===== config.mk =====
export PLATFORM = sky130hd
export DESIGN_NAME = dtmr_redundancy_ctrl
export DESIGN_NICKNAME = d
export VERILOG_FILES = /design/src/rtl/dtmr_pkg.sv /design/src/rtl/dtmr_hyst_counter.sv /design/src/rtl/dtmr_redundancy_ctrl.sv
export SDC_FILE = /design/constraint.sdc
export NUM_CORES = 1
export LEC_CHECK = 0
export BUFFER_PORTS_ARGS = -buffer_cell sky130_fd_sc_hd__buf_4
export CORE_ASPECT_RATIO = 0.6
export CORE_UTILIZATION = 30
export DETAILED_ROUTE_END_ITERATION = 6
export HOLD_SLACK_MARGIN = 0.02
export RECOVER_POWER = 100
export SETUP_SLACK_MARGIN = 0.4
export SYNTH_ARGS = -nofsm -noshare
export SYNTH_HDL_FRONTEND = slang
export SYNTH_SLANG_ARGS = --single-unit

===== constraint.sdc =====
create_clock -name clk -period 2.9 [get_ports clk]
set_clock_uncertainty 0.15 [all_clocks]
set_input_delay 0.58 -clock clk [delete_from_list [all_inputs] [get_ports clk]]
set_output_delay 0.58 -clock clk [all_outputs]
set_load 0.02 [all_outputs]

===== src/rtl/dtmr_pkg.sv =====
// ============================================================================
// Package  : dtmr_pkg
// Brief    : Mode/state encodings and replica-selection helpers for the DTMR
//            redundancy controller.
// Revision : 1.0
// ============================================================================
`default_nettype none

package dtmr_pkg;

    localparam logic [1:0] c_MODE_AUTO   = 2'd0;
    localparam logic [1:0] c_MODE_HYBRID = 2'd1;
    localparam logic [1:0] c_MODE_MANUAL = 2'd2;
    localparam logic [1:0] c_MODE_SLEEP  = 2'd3;

    localparam logic [2:0] c_ST_SLEEP   = 3'd0;
    localparam logic [2:0] c_ST_SIMPLEX = 3'd1;
    localparam logic [2:0] c_ST_WARMUP  = 3'd2;
    localparam logic [2:0] c_ST_TRIPLE  = 3'd3;
    localparam logic [2:0] c_ST_RESYNC  = 3'd4;

    function automatic logic [2:0] onehot3(input logic [1:0] idx);
        onehot3 = 3'b001 << idx;
    endfunction

    // Lowest replica that is neither quarantined nor excluded; 0 if none remain.
    function automatic logic [1:0] lowest_healthy(input logic [2:0] quar,
                                                  input logic [2:0] excl);
        logic [2:0] avail;
        avail = ~(quar | excl);
        if (avail[0])      lowest_healthy = 2'd0;
        else if (avail[1]) lowest_healthy = 2'd1;
        else if (avail[2]) lowest_healthy = 2'd2;
        else               lowest_healthy = 2'd0;
    endfunction

endpackage

`default_nettype wire


===== src/rtl/dtmr_hyst_counter.sv =====
// ============================================================================
// Module   : dtmr_hyst_counter
// Brief    : Saturating consecutive-condition counter with a clear input.
// Revision : 1.0
// ============================================================================
`default_nettype none

module dtmr_hyst_counter #(
    parameter int HYST = 16
) (
    input  logic clk,
    input  logic rst,
    input  logic i_cond,
    input  logic i_clr,
    output logic o_done
);

    localparam logic [7:0] c_HYST = 8'(HYST);

    logic [7:0] r_cnt;

    always_ff @(posedge clk) begin
        if (rst || i_clr || !i_cond) begin
            r_cnt <= 8'd0;
        end else if (r_cnt != c_HYST) begin
            r_cnt <= r_cnt + 8'd1;
        end
    end

    assign o_done = (r_cnt == c_HYST);

endmodule

`default_nettype wire


===== src/rtl/dtmr_redundancy_ctrl.sv =====
// ============================================================================
// Module   : dtmr_redundancy_ctrl
// Brief    : Chooses simplex/triple-voted operation of the three DTMR replicas,
//            sequences warm-up and resync, and quarantines repeat offenders.
// Revision : 1.0
// ============================================================================
`default_nettype none

module dtmr_redundancy_ctrl
    import dtmr_pkg::*;
#(
    parameter int ERR_HI  = 8,
    parameter int ERR_LO  = 3,
    parameter int HYST    = 16,
    parameter int WARMUP  = 4,
    parameter int RESYNC  = 8,
    parameter int STRIKES = 3
) (
    input  logic       clk,
    input  logic       rst,
    input  logic [1:0] mode,
    input  logic [3:0] err_rate,
    input  logic       vote_valid,
    input  logic [2:0] fault,
    output logic [2:0] mod_en,
    output logic       tmr_on,
    output logic [1:0] primary,
    output logic [2:0] resync,
    output logic [2:0] quarantined,
    output logic       uncorr,
    output logic       fail,
    output logic [2:0] state_o
);

    localparam logic [4:0] c_ERR_HI      = 5'(ERR_HI);
    localparam logic [4:0] c_ERR_LO      = 5'(ERR_LO);
    localparam logic [7:0] c_WARMUP_LAST = 8'(WARMUP - 1);
    localparam logic [7:0] c_RESYNC_LAST = 8'(RESYNC - 1);
    localparam logic [2:0] c_STRIKES     = 3'(STRIKES);

    logic [2:0]      r_state;
    logic [7:0]      r_tcnt;
    logic [1:0]      r_rs_idx;
    logic [2:0][2:0] r_strike;

    logic [2:0]      w_state_nxt;
    logic [7:0]      w_tcnt_nxt;
    logic [1:0]      w_rs_idx_nxt;
    logic [2:0][2:0] w_strike_nxt;
    logic [2:0]      w_quar_nxt;
    logic            w_uncorr_nxt;
    logic            w_state_change;

    logic [2:0]      w_mod_en_nxt;
    logic            w_tmr_nxt;
    logic [1:0]      w_primary_nxt;
    logic [2:0]      w_resync_nxt;

    logic            w_entry_cond;
    logic            w_exit_cond;
    logic            w_entry_done;
    logic            w_exit_done;
    logic            w_fault_onehot;
    logic            w_fault_multi;

    assign w_fault_onehot = (fault == 3'b001) || (fault == 3'b010) || (fault == 3'b100);
    assign w_fault_multi  = (fault[0] & fault[1]) | (fault[0] & fault[2]) | (fault[1] & fault[2]);

    assign w_entry_cond = (r_state == c_ST_SIMPLEX) &&
                          (((mode == c_MODE_AUTO)   && ({1'b0, err_rate} >= c_ERR_HI)) ||
                           ((mode == c_MODE_HYBRID) && ({1'b0, err_rate} >= c_ERR_LO)));
    assign w_exit_cond  = (r_state == c_ST_TRIPLE) && (mode == c_MODE_AUTO) &&
                          ({1'b0, err_rate} < c_ERR_LO);

    assign w_state_change = (w_state_nxt != r_state);

    dtmr_hyst_counter #(.HYST(HYST)) u_entry_hyst (
        .clk    (clk),
        .rst    (rst),
        .i_cond (w_entry_cond),
        .i_clr  (w_state_change),
        .o_done (w_entry_done)
    );

    dtmr_hyst_counter #(.HYST(HYST)) u_exit_hyst (
        .clk    (clk),
        .rst    (rst),
        .i_cond (w_exit_cond),
        .i_clr  (w_state_change),
        .o_done (w_exit_done)
    );

    // Sleep outranks fault handling, which outranks threshold transitions.
    always_comb begin
        w_state_nxt  = r_state;
        w_rs_idx_nxt = r_rs_idx;
        w_strike_nxt = r_strike;
        w_quar_nxt   = quarantined;
        w_uncorr_nxt = 1'b0;
        if (mode == c_MODE_SLEEP) begin
            w_state_nxt = c_ST_SLEEP;
        end else begin
            case (r_state)
                c_ST_SLEEP: w_state_nxt = c_ST_SIMPLEX;
                c_ST_SIMPLEX: begin
                    if ((quarantined == 3'b000) &&
                        ((mode == c_MODE_MANUAL) || w_entry_done)) begin
                        w_state_nxt = c_ST_WARMUP;
                    end
                end
                c_ST_WARMUP: begin
                    if (r_tcnt == c_WARMUP_LAST) w_state_nxt = c_ST_TRIPLE;
                end
                c_ST_TRIPLE: begin
                    if (vote_valid && w_fault_onehot) begin
                        w_state_nxt = c_ST_RESYNC;
                        for (int i = 0; i < 3; i++) begin
                            if (fault[i]) begin
                                w_strike_nxt[i] = (r_strike[i] == c_STRIKES) ?
                                                  r_strike[i] : r_strike[i] + 3'd1;
                                w_rs_idx_nxt    = 2'(i);
                                if (w_strike_nxt[i] == c_STRIKES) begin
                                    w_quar_nxt[i] = 1'b1;
                                    w_state_nxt   = c_ST_SIMPLEX;
                                end
                            end
                        end
                    end else if (vote_valid && w_fault_multi) begin
                        w_uncorr_nxt = 1'b1;
                        w_state_nxt  = c_ST_WARMUP;
                    end else if (w_exit_done) begin
                        w_state_nxt = c_ST_SIMPLEX;
                    end
                end
                c_ST_RESYNC: begin
                    if (r_tcnt == c_RESYNC_LAST) w_state_nxt = c_ST_TRIPLE;
                end
                default: w_state_nxt = c_ST_SIMPLEX;
            endcase
        end
    end

    always_comb begin
        w_tcnt_nxt = 8'd0;
        if (!w_state_change && ((r_state == c_ST_WARMUP) || (r_state == c_ST_RESYNC))) begin
            w_tcnt_nxt = r_tcnt + 8'd1;
        end
    end

    always_comb begin
        w_mod_en_nxt  = 3'b000;
        w_tmr_nxt     = 1'b0;
        w_resync_nxt  = 3'b000;
        w_primary_nxt = lowest_healthy(w_quar_nxt, 3'b000);
        case (w_state_nxt)
            c_ST_SIMPLEX: w_mod_en_nxt = (&w_quar_nxt) ? 3'b000 : onehot3(w_primary_nxt);
            c_ST_WARMUP:  w_mod_en_nxt = ~w_quar_nxt;
            c_ST_TRIPLE: begin
                w_mod_en_nxt = 3'b111;
                w_tmr_nxt    = 1'b1;
            end
            c_ST_RESYNC: begin
                w_mod_en_nxt  = ~w_quar_nxt;
                w_resync_nxt  = onehot3(w_rs_idx_nxt);
                w_primary_nxt = lowest_healthy(w_quar_nxt, onehot3(w_rs_idx_nxt));
            end
            default: w_mod_en_nxt = 3'b000;
        endcase
    end

    always_ff @(posedge clk) begin
        if (rst) begin
            r_state     <= c_ST_SIMPLEX;
            r_tcnt      <= 8'd0;
            r_rs_idx    <= 2'd0;
            r_strike    <= '0;
            mod_en      <= 3'b001;
            tmr_on      <= 1'b0;
            primary     <= 2'd0;
            resync      <= 3'b000;
            quarantined <= 3'b000;
            uncorr      <= 1'b0;
            fail        <= 1'b0;
        end else begin
            r_state     <= w_state_nxt;
            r_tcnt      <= w_tcnt_nxt;
            r_rs_idx    <= w_rs_idx_nxt;
            r_strike    <= w_strike_nxt;
            mod_en      <= w_mod_en_nxt;
            tmr_on      <= w_tmr_nxt;
            primary     <= w_primary_nxt;
            resync      <= w_resync_nxt;
            quarantined <= w_quar_nxt;
            uncorr      <= w_uncorr_nxt;
            fail        <= &w_quar_nxt;
        end
    end

    assign state_o = r_state;

endmodule

`default_nettype wire

Yosys cells after proc, flatten, opt, wreduce, memory -nomap -nowiden:

Index checks and enable logic that the tools add are counted.

* word-level logic and storage cells: 138
* input port bits: 12
* output and inout port bits: 17
* bits in registers: 52

* multiplexer cells: 43
* $add $sub $neg: 6
* shift operators: 2
* reductions and logical operators: 30
* order comparisons: 3
* bitwise logic cells: 12
* eq/ne operators: 27

Operators with widths (number)
* $mux W3: 20
* $eq A3 B2 Y1 const B: 11
* $mux W2: 13
* $add A8 B1 Y8 const B: 3
* $eq A8 B5 Y1 const B: 2
* $ne A8 B5 Y1 const B: 2
* $pmux W3 S4: 1
* $reduce_and A4 Y1: 3
* $add A3 B1 Y3 const B: 3
* $eq A3 B1 Y1 const B: 3
* $eq A3 B3 Y1 const B: 3
* $logic_and A1 B1 Y1: 9
* $pmux W3 S3: 1
* $eq A8 B2 Y1 const B: 1
* $eq A8 B3 Y1 const B: 1
* $logic_or A1 B1 Y1: 8
* $mux W1: 8
* $not A3 Y3: 2
* $reduce_or A2 Y1: 3
* $shl A1 B2 Y3 const A: 2
* $eq A2 B2 Y1 const B: 2
* $ge A4 B2 Y1 const B: 1
* $ge A4 B4 Y1 const B: 1
* $lt A4 B2 Y1 const B: 1
* 11 further kinds: 19

Logic depth before layout (Yosys ltp):

Gate-level depths: netlist (run 1).

* depth in word-level cells: 17
* gate-level depth with buffers: 9
* depth with buffers taken out: 8

By module:

A second synthesis (run 1) with hierarchy kept.

* cells, all modules: 309
* area total of the unflattened synthesis: 2761.4 sq um

Modules (own cells, without submodules)
* dtmr_redundancy_ctrl: seq. area each 720.7 sq um, instances 1, area each 1950.6 sq um, cells each 217
* dtmr_hyst_counter: seq. area each 160.2 sq um, instances 2, area each 405.4 sq um, cells each 46

Worst setup path after synthesis (run 1):

No wires, ideal clock.

* path type: reg2reg
* start: register r_state[0] (netlist: state_o[0])
* end: register u_exit_hyst.r_cnt[0]
* required time: 2661 ps
* cell stages (with the launch flop): 7
* arrival time: 2354 ps
* buffers on the path: 1
* period minus slack after synthesis: 2593 ps
* setup time: 89 ps
* setup slack: 307 ps
* cells stage by stage: dfxtp_1 > or3b_1 > or4_4 > o221ai_4 > mux2_4 > buf_6 > nor4_2

* cells in the longest elaborated chain, start to end: 8
* elaborated cells on any way between the ends: 18
* classes of those cells: 5 x eq/ne; 8 x mux; 5 x reduce/logical

Ends and longest elaborated chain
* start: declaration: line dtmr_redundancy_ctrl.sv:41 `logic [2:0] r_state;`
* start signal: assignment: line dtmr_redundancy_ctrl.sv:173 `r_state <= c_ST_SIMPLEX;`
* start signal: assignment: line dtmr_redundancy_ctrl.sv:185 `r_state <= w_state_nxt;`
* $mux W3: line dtmr_redundancy_ctrl.sv:131 `end else if (w_exit_done) begin`
* $mux W3: line dtmr_redundancy_ctrl.sv:128 `end else if (vote_valid && w_fault_multi) begin`
* $mux W3: line dtmr_redundancy_ctrl.sv:115 `if (vote_valid && w_fault_onehot) begin`
* $pmux W3 S4: line dtmr_redundancy_ctrl.sv:103 `case (r_state)`
* $mux W3: line dtmr_redundancy_ctrl.sv:100 `if (mode == c_MODE_SLEEP) begin`
* $ne A3 B3 Y1: line dtmr_redundancy_ctrl.sv:75 `assign w_state_change = (w_state_nxt != r_state);`
* $logic_or A1 B1 Y1: line dtmr_hyst_counter.sv:23 `if (rst || i_clr || !i_cond) begin`
* $logic_or A1 B1 Y1 (*): line dtmr_hyst_counter.sv:23
* end signal: assignment: line dtmr_hyst_counter.sv:26 `r_cnt <= r_cnt + 8'd1;`
* end: declaration: line dtmr_hyst_counter.sv:20 `logic [7:0] r_cnt;`

Mark *: on every way between the ends. The rest lies on a longest branch, timed or not.
A chain may end at the register's enable or synchronous reset.

Worst setup path after layout (run 1):

* start: register r_strike[3] (netlist name)
* end: register u_entry_hyst.r_cnt[1]

* cells in the longest elaborated chain, start to end: 13
* elaborated cells on any way between the ends: 14
* classes of those cells: 1 x add/sub; 3 x eq/ne; 8 x mux; 2 x reduce/logical

Ends and longest elaborated chain
* start: declaration: line dtmr_redundancy_ctrl.sv:44 `logic [2:0][2:0] r_strike;`
* start signal: assignment: line dtmr_redundancy_ctrl.sv:188 `r_strike <= w_strike_nxt;`
* $add A3 B1 Y3 / $eq A3 B2 Y1 (equally long branches): line dtmr_redundancy_ctrl.sv:120, dtmr_redundancy_ctrl.sv:119
* $mux W3 (*): line dtmr_redundancy_ctrl.sv:119 `w_strike_nxt[i] = (r_strike[i] == c_STRIKES) ?`
* $eq A3 B2 Y1 (*): line dtmr_redundancy_ctrl.sv:122 `if (w_strike_nxt[i] == c_STRIKES) begin`
* $mux W3 (*): line dtmr_redundancy_ctrl.sv:122
* $mux W3 (*): line dtmr_redundancy_ctrl.sv:118 `if (fault[i]) begin`
* $mux W3: line dtmr_redundancy_ctrl.sv:122
* $mux W3 (*): line dtmr_redundancy_ctrl.sv:118
* $mux W3 (*): line dtmr_redundancy_ctrl.sv:115
* $pmux W3 S4 (*): line dtmr_redundancy_ctrl.sv:103
* $mux W3 (*): line dtmr_redundancy_ctrl.sv:100
* $ne A3 B3 Y1 (*): line dtmr_redundancy_ctrl.sv:75
* $logic_or A1 B1 Y1 (*) (2 in a row): line dtmr_hyst_counter.sv:23
* end signal: assignment: line dtmr_hyst_counter.sv:26
* end: declaration: line dtmr_hyst_counter.sv:20

Marks and branches as above.

==> metrics, run 1 <==
post-DR vias/cell 5.29; core area 0.00869 mm^2; synthesized netlist cell count 288; placed instance area 0.00311 mm^2; Crit path max-delay family simple AND/OR/NAND/NOR gates; multiplexer area fraction after synthesis 1.65%; # rows 26; Multi-input gate area 0.00174 mm^2; Ys Warns 0; worst path buffer plus inverter count 1; Synth-to-Final Area Change 27.6%; share of cells above drive strength 1 25.6%; Synth area leaders dfxtp_1 (38%), xor2_1 (6.4%), nor4_2 (5.0%), ha_1 (3.7%), nand3_1 (3.1%); post-synthesis cell area 0.00274 mm^2; met1 Track Usage GR 21.8%; met3 usage 4.21%; Post-synth EDFFs 0; Routed Antenna Nets 0; Crit Path Class register to register; die width 125 um; Avg Inst Size Synth 9.50 um^2; Critical Path Start Type register; Top FF cell, synth dfxtp_1; Post-Synth XOR/XNOR Area 7.68%; # IOs 29; Yosys top cell area share 38.0%; most frequent cell after synthesis dfxtp_1; drt drc 0; post-synth cell types 58; pre-CTS WS 0.230 ns; Critical Path Start r_strike[3]; RePlAce Congestion 0.801; leak pwr 0.00127 uW; Global Route Usage Sum 14.5%; Port-buffer cells 28; CTS Buffer Depth 2; maximum fanout along the worst path 16; commonest cells in the netlist dfxtp_1 (52), nor2_1 (21), xor2_1 (20); max-slew violation count 0; Post-Synth Adder-Cell Area 4.02%; Crit path largest cell delay 0.50 ns; status completed; Routed WL 7110 um; root buf cell clkbuf_16; VDD IR max 0.214 mV; Worst Hold Class register to register; total CTS buffers 5; htree depth 2; CP Capture Type register; Clk pin slew, worst setup/hold paths 0.07 ns; Iter 0 DRT Violations 170; largest family of logic cells by synthesized area simple AND/OR/NAND/NOR gates; met2 Usage GRT 19.1%; Setup crit end u_entry_hyst.r_cnt[1]; period utilisation layout 92.0%; Synth Area in Simple Gates 29.6%; post-route setup slack 0.231 ns; global route hottest layer met1; DPL Wire Length 4870 um; f_max 375 MHz; CP max-delay cell or4b_1; sequential fraction of the synthesis area 38.0%; Hold Vio Cnt, Final 0; critical path data required time 2.94 ns; Yosys top cell by area dfxtp_1; clk_lat worst skew 0.30 ns; Layout fillers 857; first-pass detailed-route iteration total 6; FF+latch count, synth 52; vias in the first global route 2147; post-layout net count 359; fin crit period 2.67 ns; gr ovfl total 0; Worst-Margin Slew 1.07 ns; power per cell area 456 mW/mm^2; FF-to-FF setup slack 0.23 ns; WL per Instance 15.7 um; final setup TNS 0 ns; DIE HEIGHT 76.0 um; RSZ-0062 raised after global routing yes; sequential cell area 0.00105 mm^2; routed vias 2391; CTS tree built; r2r endpoint u_entry_hyst.r_cnt[1]; antenna violations before repair 0; final count of negative-setup-slack endpoints 0; worst path cell trace ha_1, or4b_1, a31oi_4, nor4_1, a311oi_2, nand3b_2, buf_12, nor4_1; clk sinks 52; Mapped Nets 308; starting density of the core 31.5%; CP dominant cell by count nor4_1; Post-CTS Hold Fix Bufs 0; MaxCap Viol Count 0; Final Cell Area 0.00349 mm^2; # diodes 0; Reg-to-Reg Start r_strike[3]; die footprint 0.00952 mm^2; first-pass GRT wire length 11000 um; Stages on worst setup path 8; largest net degree at the start of global routing 23; Slew HR 28.5%; Synth async-reset ratio 0%; post-synthesis compound-gate area fraction 15.6%; Critical Path AT 2.71 ns; R2R cell count 8
[metal layers]
metal / vias to the layer above / share of wire [%]
met4: 0 / 1.6
met1: 1134 / 52
li1: 1182 / -
met2: 63 / 41
met5: - / 0
met3: 12 / 5.1
[layout make-up]
type                            count  share of cell area [%]
Clock buffer                        6                    3.69
Clock inverter                      2                    1.11
Inverter                           12                    1.29
Multi-Input combinational cell    217                    49.9
Sequential cell                    52                    30.1
Tap cell                          112                    4.01
Timing Repair Buffer               51                    9.85
[kinds of logic (layout without fill, tap and decap cells)]
group                    Yosys count  in the layout
adder cells (fa/ha/maj)            9              9
AND/OR/NAND/NOR                  129            129
AO/OA/AOI/OAI                     50             50
flip-flops                        52             52
multiplexers                       4              5
XOR/XNOR                          24             24
buffers and inverters             20             71
[layout by cell type, fill, tap and decap left out, types with 4 or more instances in the layout]
cell and count:
nor3_1 13, inv_1 10, nand4b_1 6, buf_4 31
nand3_1 17, dfxtp_1 47, ha_1 5, xor2_1 20
and3_1 9, nand2_1 17, nor4_1 5, nor2_1 21
a21oi_1 10, clkbuf_16 5, nor4_4 4, clkbuf_1 18
xnor2_1 4, nor4_2 11, nand2b_1 5
[power by group]
part | total (uW) | switching [uW] | leakage (uW) | internal, uW
Combinational | 183 | 108 | 0.000770 | 75.3
Clock | 682 | 271 | 0.0000815 | 411
Sequential | 726 | 6.84 | 0.000423 | 719
Total | 1590 | 386 | 0.00127 | 1210
[per-stage QoR]
step | std cells | hold WS (ns) | total power [uW] | util, %
3_3_place_gp | 427 | 0.294 | 883 | 35.8
5_1_grt | 452 | 0.342 | 1650 | 40.2
6_report | 452 | 0.306 | 1590 | 40.2
4_1_cts | 441 | 0.310 | 1580 | 38.9
3_5_place_dp | 427 | 0.301 | 886 | 35.8
2_1_floorplan | 288 | 0.275 | 841 | -
[timing repair]
| action | in CTS | in global routing |
|---|---|---|
| cloned | 0 | 1 |
| gates resized for setup | 5 | 32 |
| setup endpoints to repair | 25 | 28 |
| pin swaps | 7 | 9 |
| buffers inserted | 6 | 10 |
| endpoints found under the hold margin | 0 | 0 |
[flip-flops by register name, indices dropped and copies added (netlist names), 2 cells and up]
signal and flops:
mod_en 3, primary 2, quarantined 3, r_rs_idx 2, r_strike 9, r_tcnt 8, resync 3, state_o 3
u_entry_hyst.r_cnt 8, u_exit_hyst.r_cnt 8
[worst min path at each step]
stage | startpoint | endpoint | slack (ns) | cells after the start
after detailed placement | r_tcnt[0] | r_tcnt[0] | 0.30 | 1
final | r_tcnt[0] | r_tcnt[0] | 0.31 | 1
after global placement | r_tcnt[0] | r_tcnt[0] | 0.29 | 1
after CTS | r_tcnt[0] | r_tcnt[0] | 0.31 | 1
after floorplan | r_tcnt[0] | r_tcnt[0] | 0.27 | 1
after global routing | r_tcnt[0] | r_tcnt[0] | 0.34 | 1
No activity file was read; power rests on OpenSTA's default activity.
==> inputs of run 2 (changes only) <==
- BUFFER_PORTS_ARGS: -buffer_cell sky130_fd_sc_hd__buf_4 -> not set
- DONT_BUFFER_PORTS: not set -> 1
==> metrics, run 2 (synthesized netlist as in run 1, its figures left out) <==
status completed; Worst Hold Class input pin to register; combinational share of power 7.8% (-3.7 points); fin crit period 2.63 ns (-0.0378 ns); VDD IR max 0.231 mV (+7.9%); R2R cell count 7 (-1); CP Capture Type register; total CTS buffers 5 (unchanged); core area 0.00869 mm^2 (unchanged); Port-buffer cells 0 (-100%); met1 Track Usage GR 22.1% (+0.28 points); largest net degree at the start of global routing 23 (unchanged); Iter 0 DRT Violations 179 (+5.3%); CTS Buffer Depth 2 (unchanged); Crit path largest cell delay 0.50 ns (about the same); hold path start rst; htree depth 2 (unchanged); final setup TNS 0 ns (unchanged); Crit Path Class register to register; f_max 380 MHz (+1.4%); post-layout net count 320 (-11%); global route hottest layer met1; # rows 26 (unchanged); CTS tree built; worst path cell trace and3b_1, and2_0, nand2_1, o221ai_4, mux2_4, clkbuf_1, nor4_2; first-pass GRT wire length 10500 um (-4.2%); placed instance area 0.00290 mm^2 (-6.8%); Critical Path AT 2.68 ns (-0.03 ns); DIE HEIGHT 76.0 um (unchanged); Global Route Usage Sum 14.1% (-0.41 points); leak pwr 0.00109 uW (-14%); FF-to-FF setup slack 0.27 ns (+0.04 ns); clk sinks 52 (unchanged); # IOs 29 (unchanged); NetSw 356 uW (-7.7%); Flop pwr share 50.8% (+5.2 points); P_int 1080 uW (-10%); vias in the first global route 1959 (-8.8%); most common library cell in the layout ignoring fill and taps dfxtp_1; DPL Wire Length 4740 um (-2.8%); Hold Vio Cnt, Final 0 (unchanged); Clk pin slew, worst setup/hold paths 0.07 ns (about the same); max reg flops 9 (unchanged); gr ovfl total 0 (unchanged); Reg-to-Reg Start state_o[1]; Worst-Margin Slew 0.642 ns (-0.431 ns); Final Cell Area 0.00311 mm^2 (-11%); power per cell area 463 mW/mm^2 (+1.7%); Biggest register r_strike; Critical Path Start state_o[1]; sequential cell area 0.00105 mm^2 (-0.59%); die width 125 um (unchanged); Layout fillers 873 (+1.9%); RSZ-0062 raised after global routing yes; Routed Antenna Nets 0 (unchanged); Synth-to-Final Area Change 13.6%; max-slew violation count 0 (unchanged); Critical Path Start Type register; final count of negative-setup-slack endpoints 0 (unchanged); # diodes 0 (unchanged); drt drc 0 (unchanged); Switching Fraction 24.7% (+0.48 points); antenna violations before repair 0 (unchanged); CP max-delay cell dfxtp_1; starting density of the core 31.5% (unchanged); Hold EP r_strike[6]; Slew HR 56.8% (+28 points); Worst Hold Path Cells 1 (unchanged); met3 usage 3.51% (-0.70 points); Multi-input gate area 0.00165 mm^2 (-5.5%); Routed WL 6530 um (-8.1%); Clock power frac 41.4% (-1.5 points); MaxCap Viol Count 0 (unchanged); met2 Usage GRT 17.3% (-1.8 points); RePlAce Congestion 0.790 (-1.4%); die footprint 0.00952 mm^2 (unchanged); post-DR vias/cell 5.42 (+2.5%); period utilisation layout 90.7% (-1.3 points); r2r endpoint u_exit_hyst.r_cnt[2]; commonest non-fill, non-tap cells in the layout dfxtp_1 (48), nor2_1 (21), xor2_1 (19); first-pass detailed-route iteration total 6 (unchanged); share of cells above drive strength 1 16.3% (-9.3 points); WL per Instance 15.8 um (+0.56%); clk_lat worst skew 0.30 ns (about the same); maximum fanout along the worst path 13 (-3); routed vias 2239 (-6.4%); critical path data required time 2.95 ns (about the same); root buf cell clkbuf_16
run 2: changes by cell type in the layout (fill, tap and decap cells not counted), sizes merged:
cell | previous run | this run
mux2 | 2 | 1
clkbuf | 24 | 11
clkinv | 0 | 2
bufinv | 1 | 0
buf | 33 | 7
run 2: metal layers:
| layer | share of wire (%) | up-vias |
|---|---|---|
| met4 | 2.5 | 0 |
| met5 | 0 | - |
| met1 | 55 | 1065 |
| met3 | 5.1 | 13 |
| met2 | 37 | 63 |
| li1 | - | 1098 |
run 2: stage by stage:
step,power (uW),std cells,util [%],hold slack (ns),setup slack [ns]
after global routing,1490,413,35.8,0.187,0.145
after global placement,852,399,33.4,0.287,0.338
after CTS,1460,413,36.5,0.191,0.407
after detailed placement,853,399,33.4,0.295,0.277
final,1440,413,35.8,0.195,0.269
after floorplan,841,288,-,0.275,0.418
run 2: how the worst max path moves through the flow:
stage	end	slack, ns	cells past startpoint
after detailed placement	u_exit_hyst.r_cnt[7]	0.28	8
after CTS	u_exit_hyst.r_cnt[0]	0.41	8
after global placement	u_exit_hyst.r_cnt[0]	0.34	8
final	u_exit_hyst.r_cnt[2]	0.27	7
after global routing	state_o[0]	0.14	7
after floorplan	u_entry_hyst.r_cnt[6]	0.42	8
run 2: layout make-up:
type                       count  area share (%)
timing repair buffer          13            2.66
tap                          112            4.51
sequential                    52            33.7
clock buffer                   5            4.03
inverter                      12            1.45
multi-input combinational    216            53.0
clock inverter                 3           0.725
run 2: critical path: cells and delay by family (launching register included):
| kind | cells | cell delay [ns] |
|---|---|---|
| buffers and inverters | 1 | 0.17 |
| AO/OA/AOI/OAI | 1 | 0.25 |
| AND/OR/NAND/NOR | 4 | 1.05 |
| multiplexers | 1 | 0.41 |
| flip-flops | 1 | 0.50 |
run 2: what timing repair did:
action | 4_1_cts | 5_1_grt
hold endpoints to repair | 0 | 0
gates resized for setup | 8 | 7
setup endpoints to repair | 25 | 29
pin swaps | 8 | 2
buffers inserted | 6 | 0
hold buffers | 0 | 0
run 2: power groups by stage:
stage	logic, uW	clock network [uW]	registers, uW
after floorplan	90.7	0	750
final	112	596	732
after global placement	104	0	749
after global routing	120	637	733
after CTS	121	611	732
after detailed placement	105	0	749
==> inputs of run 3 (changes only) <==
- clock period: 2.9 -> 2.95 ns (I/O delays scaled with it)
==> metrics, run 3 (synthesized netlist as in run 1, its figures left out) <==
status complete, but fails checks; failing checks DRC; Global Route Usage Sum 14.6% (+0.56 points); Biggest register r_strike; Port-buffer cells 0 (unchanged); placed insts 400 (+0.25%); power per cell area 457 mW/mm^2 (-1.3%); die width 125 um (unchanged); Crit path max-delay family simple AND/OR/NAND/NOR gates; CP Capture Type register; Crit Path Class register to register; CTS tree built; die footprint 0.00952 mm^2 (unchanged); post-layout net count 321 (+0.31%); DIE HEIGHT 76.0 um (unchanged); vias in the first global route 2022 (+3.2%); Layout fillers 876 (+0.34%); drt drc 5 (+5); post-DR vias/cell 5.41 (-0.29%); Hold Vio Cnt, Final 0 (unchanged); clk sinks 52 (unchanged); Worst Hold Class input pin to register; Slew HR 59.4% (+2.6 points); maximum fanout along the worst path 16 (+3); Crit path largest cell delay 0.44 ns (-0.06 ns); Clk pin slew, worst setup/hold paths 0.07 ns (about the same); final core utilization 36.0% (+0.24 points); Routed WL 6830 um (+4.6%); commonest non-fill, non-tap cells in the layout dfxtp_1 (48), nor2_1 (21), xor2_1 (20); post-layout instance count excluding filler cells 414 (+0.24%); first-pass GRT wire length 10800 um (+3.2%); antenna violations before repair 0 (unchanged); CP max-delay cell or4b_4; routed vias 2238 (-0.045%); CTS Buffer Depth 2 (unchanged); RSZ-0062 raised after global routing yes; max-slew violation count 0 (unchanged); critical path data required time 3.00 ns (+0.05 ns); # IOs 29 (unchanged); Synth-to-Final Area Change 14.4%; starting density of the core 31.5% (unchanged); largest net degree at the start of global routing 23 (unchanged); Worst-Margin Slew 0.606 ns (-0.0357 ns); final setup TNS 0 ns (unchanged); worst path buffer plus inverter count 1 (unchanged); Critical Path Start Type register; WL per Instance 16.5 um (+4.3%); # rows 26 (unchanged); VDD IR max 0.225 mV (-2.5%); share of cells above drive strength 1 16.9% (+0.61 points); final count of negative-setup-slack endpoints 0 (unchanged); core area 0.00869 mm^2 (unchanged); fin crit period 2.65 ns (+0.0191 ns); MaxCap Viol Count 0 (unchanged); sequential cell area 0.00105 mm^2 (unchanged); Routed Antenna Nets 0 (unchanged); worst path cell trace ha_4, or4b_4, a31oi_1, nor4_2, a311oi_2, nand3b_2, buf_8, nor4_4; DPL Wire Length 4710 um (-0.62%); first-pass detailed-route iteration total 7 (+1); Post-CTS Hold Fix Bufs 0 (unchanged); clk_lat worst skew 0.30 ns (about the same); Critical Path AT 2.70 ns (+0.02 ns); most common library cell in the layout ignoring fill and taps dfxtp_1; leak pwr 0.00111 uW (+2.3%); total CTS buffers 5 (unchanged); RePlAce Congestion 0.812 (+2.8%); root buf cell clkbuf_16; gr ovfl total 0 (unchanged); Iter 0 DRT Violations 155 (-13%); Multi-input gate area 0.00166 mm^2 (+0.76%); htree depth 2 (unchanged); f_max 377 MHz (-0.72%); # diodes 0 (unchanged); period utilisation layout 89.8% (-0.89 points); max reg flops 9 (unchanged)
-- run 3: routing by layer --
| metal | vias to the layer above | part of all wire [%] | global-route usage, % |
|---|---|---|---|
| li1 | 1098 | - | - |
| met1 | 1069 | 52 | 22.4 |
| met4 | 0 | 1.1 | 4.39 |
| met3 | 7 | 6.3 | 4.00 |
| met2 | 64 | 40 | 19.3 |
| met5 | - | 0 | 0 |
-- run 3: worst paths after layout --
| check | from | to | slack [ns] | cells past startpoint |
|---|---|---|---|---|
| worst min-delay path | rst | r_strike[6] | 0.20 | 1 |
| worst max-delay path | r_strike[6] | u_exit_hyst.r_cnt[7] | 0.30 | 8 |
| worst max register to register | r_strike[6] | u_exit_hyst.r_cnt[7] | 0.30 | 8 |
| worst min register to register | r_tcnt[0] | r_tcnt[0] | 0.31 | 1 |
-- run 3: layout make-up --
cell class,count,share of cell area (%)
clock inverters,2,0.520
well taps,112,4.48
multi-input cells,217,53.0
repair buffers,13,3.00
clock buffers,6,4.12
flip-flops and latches,52,33.4
inverters,12,1.44
-- run 3: per-stage QoR --
stage	total power (uW)	hold WS, ns	worst slack, ns	cell area [um^2]
6_report	1430	0.196	0.300	3130
5_1_grt	1480	0.194	0.169	3130
4_1_cts	1430	0.195	0.391	3130
3_5_place_dp	839	0.298	0.282	2900
3_3_place_gp	838	0.287	0.407	2900
2_1_floorplan	824	0.275	0.411	2740
-- run 3: what timing repair did --
| action | CTS | global route |
|---|---|---|
| pin swaps | 6 | 5 |
| endpoints found under the hold margin | 0 | 0 |
| gates cloned | 1 | 0 |
| gates resized for setup | 5 | 12 |
| endpoints found under the setup margin | 25 | 27 |
| buffers inserted | 5 | 0 |
-- run 3: where the power goes --
group          internal (uW)  switching [uW]
combinational           43.8            73.5
sequential               709            9.48
clock                    317             278
-- run 3: worst reg2reg max path, stage by stage, from the launching register on --
cell	delay (ns)
dfxtp_2	0.36
ha_4	0.28
or4b_4	0.44
a31oi_1	0.34
nor4_2	0.13
a311oi_2	0.28
nand3b_2	0.12
buf_8	0.18
nor4_4	0.28
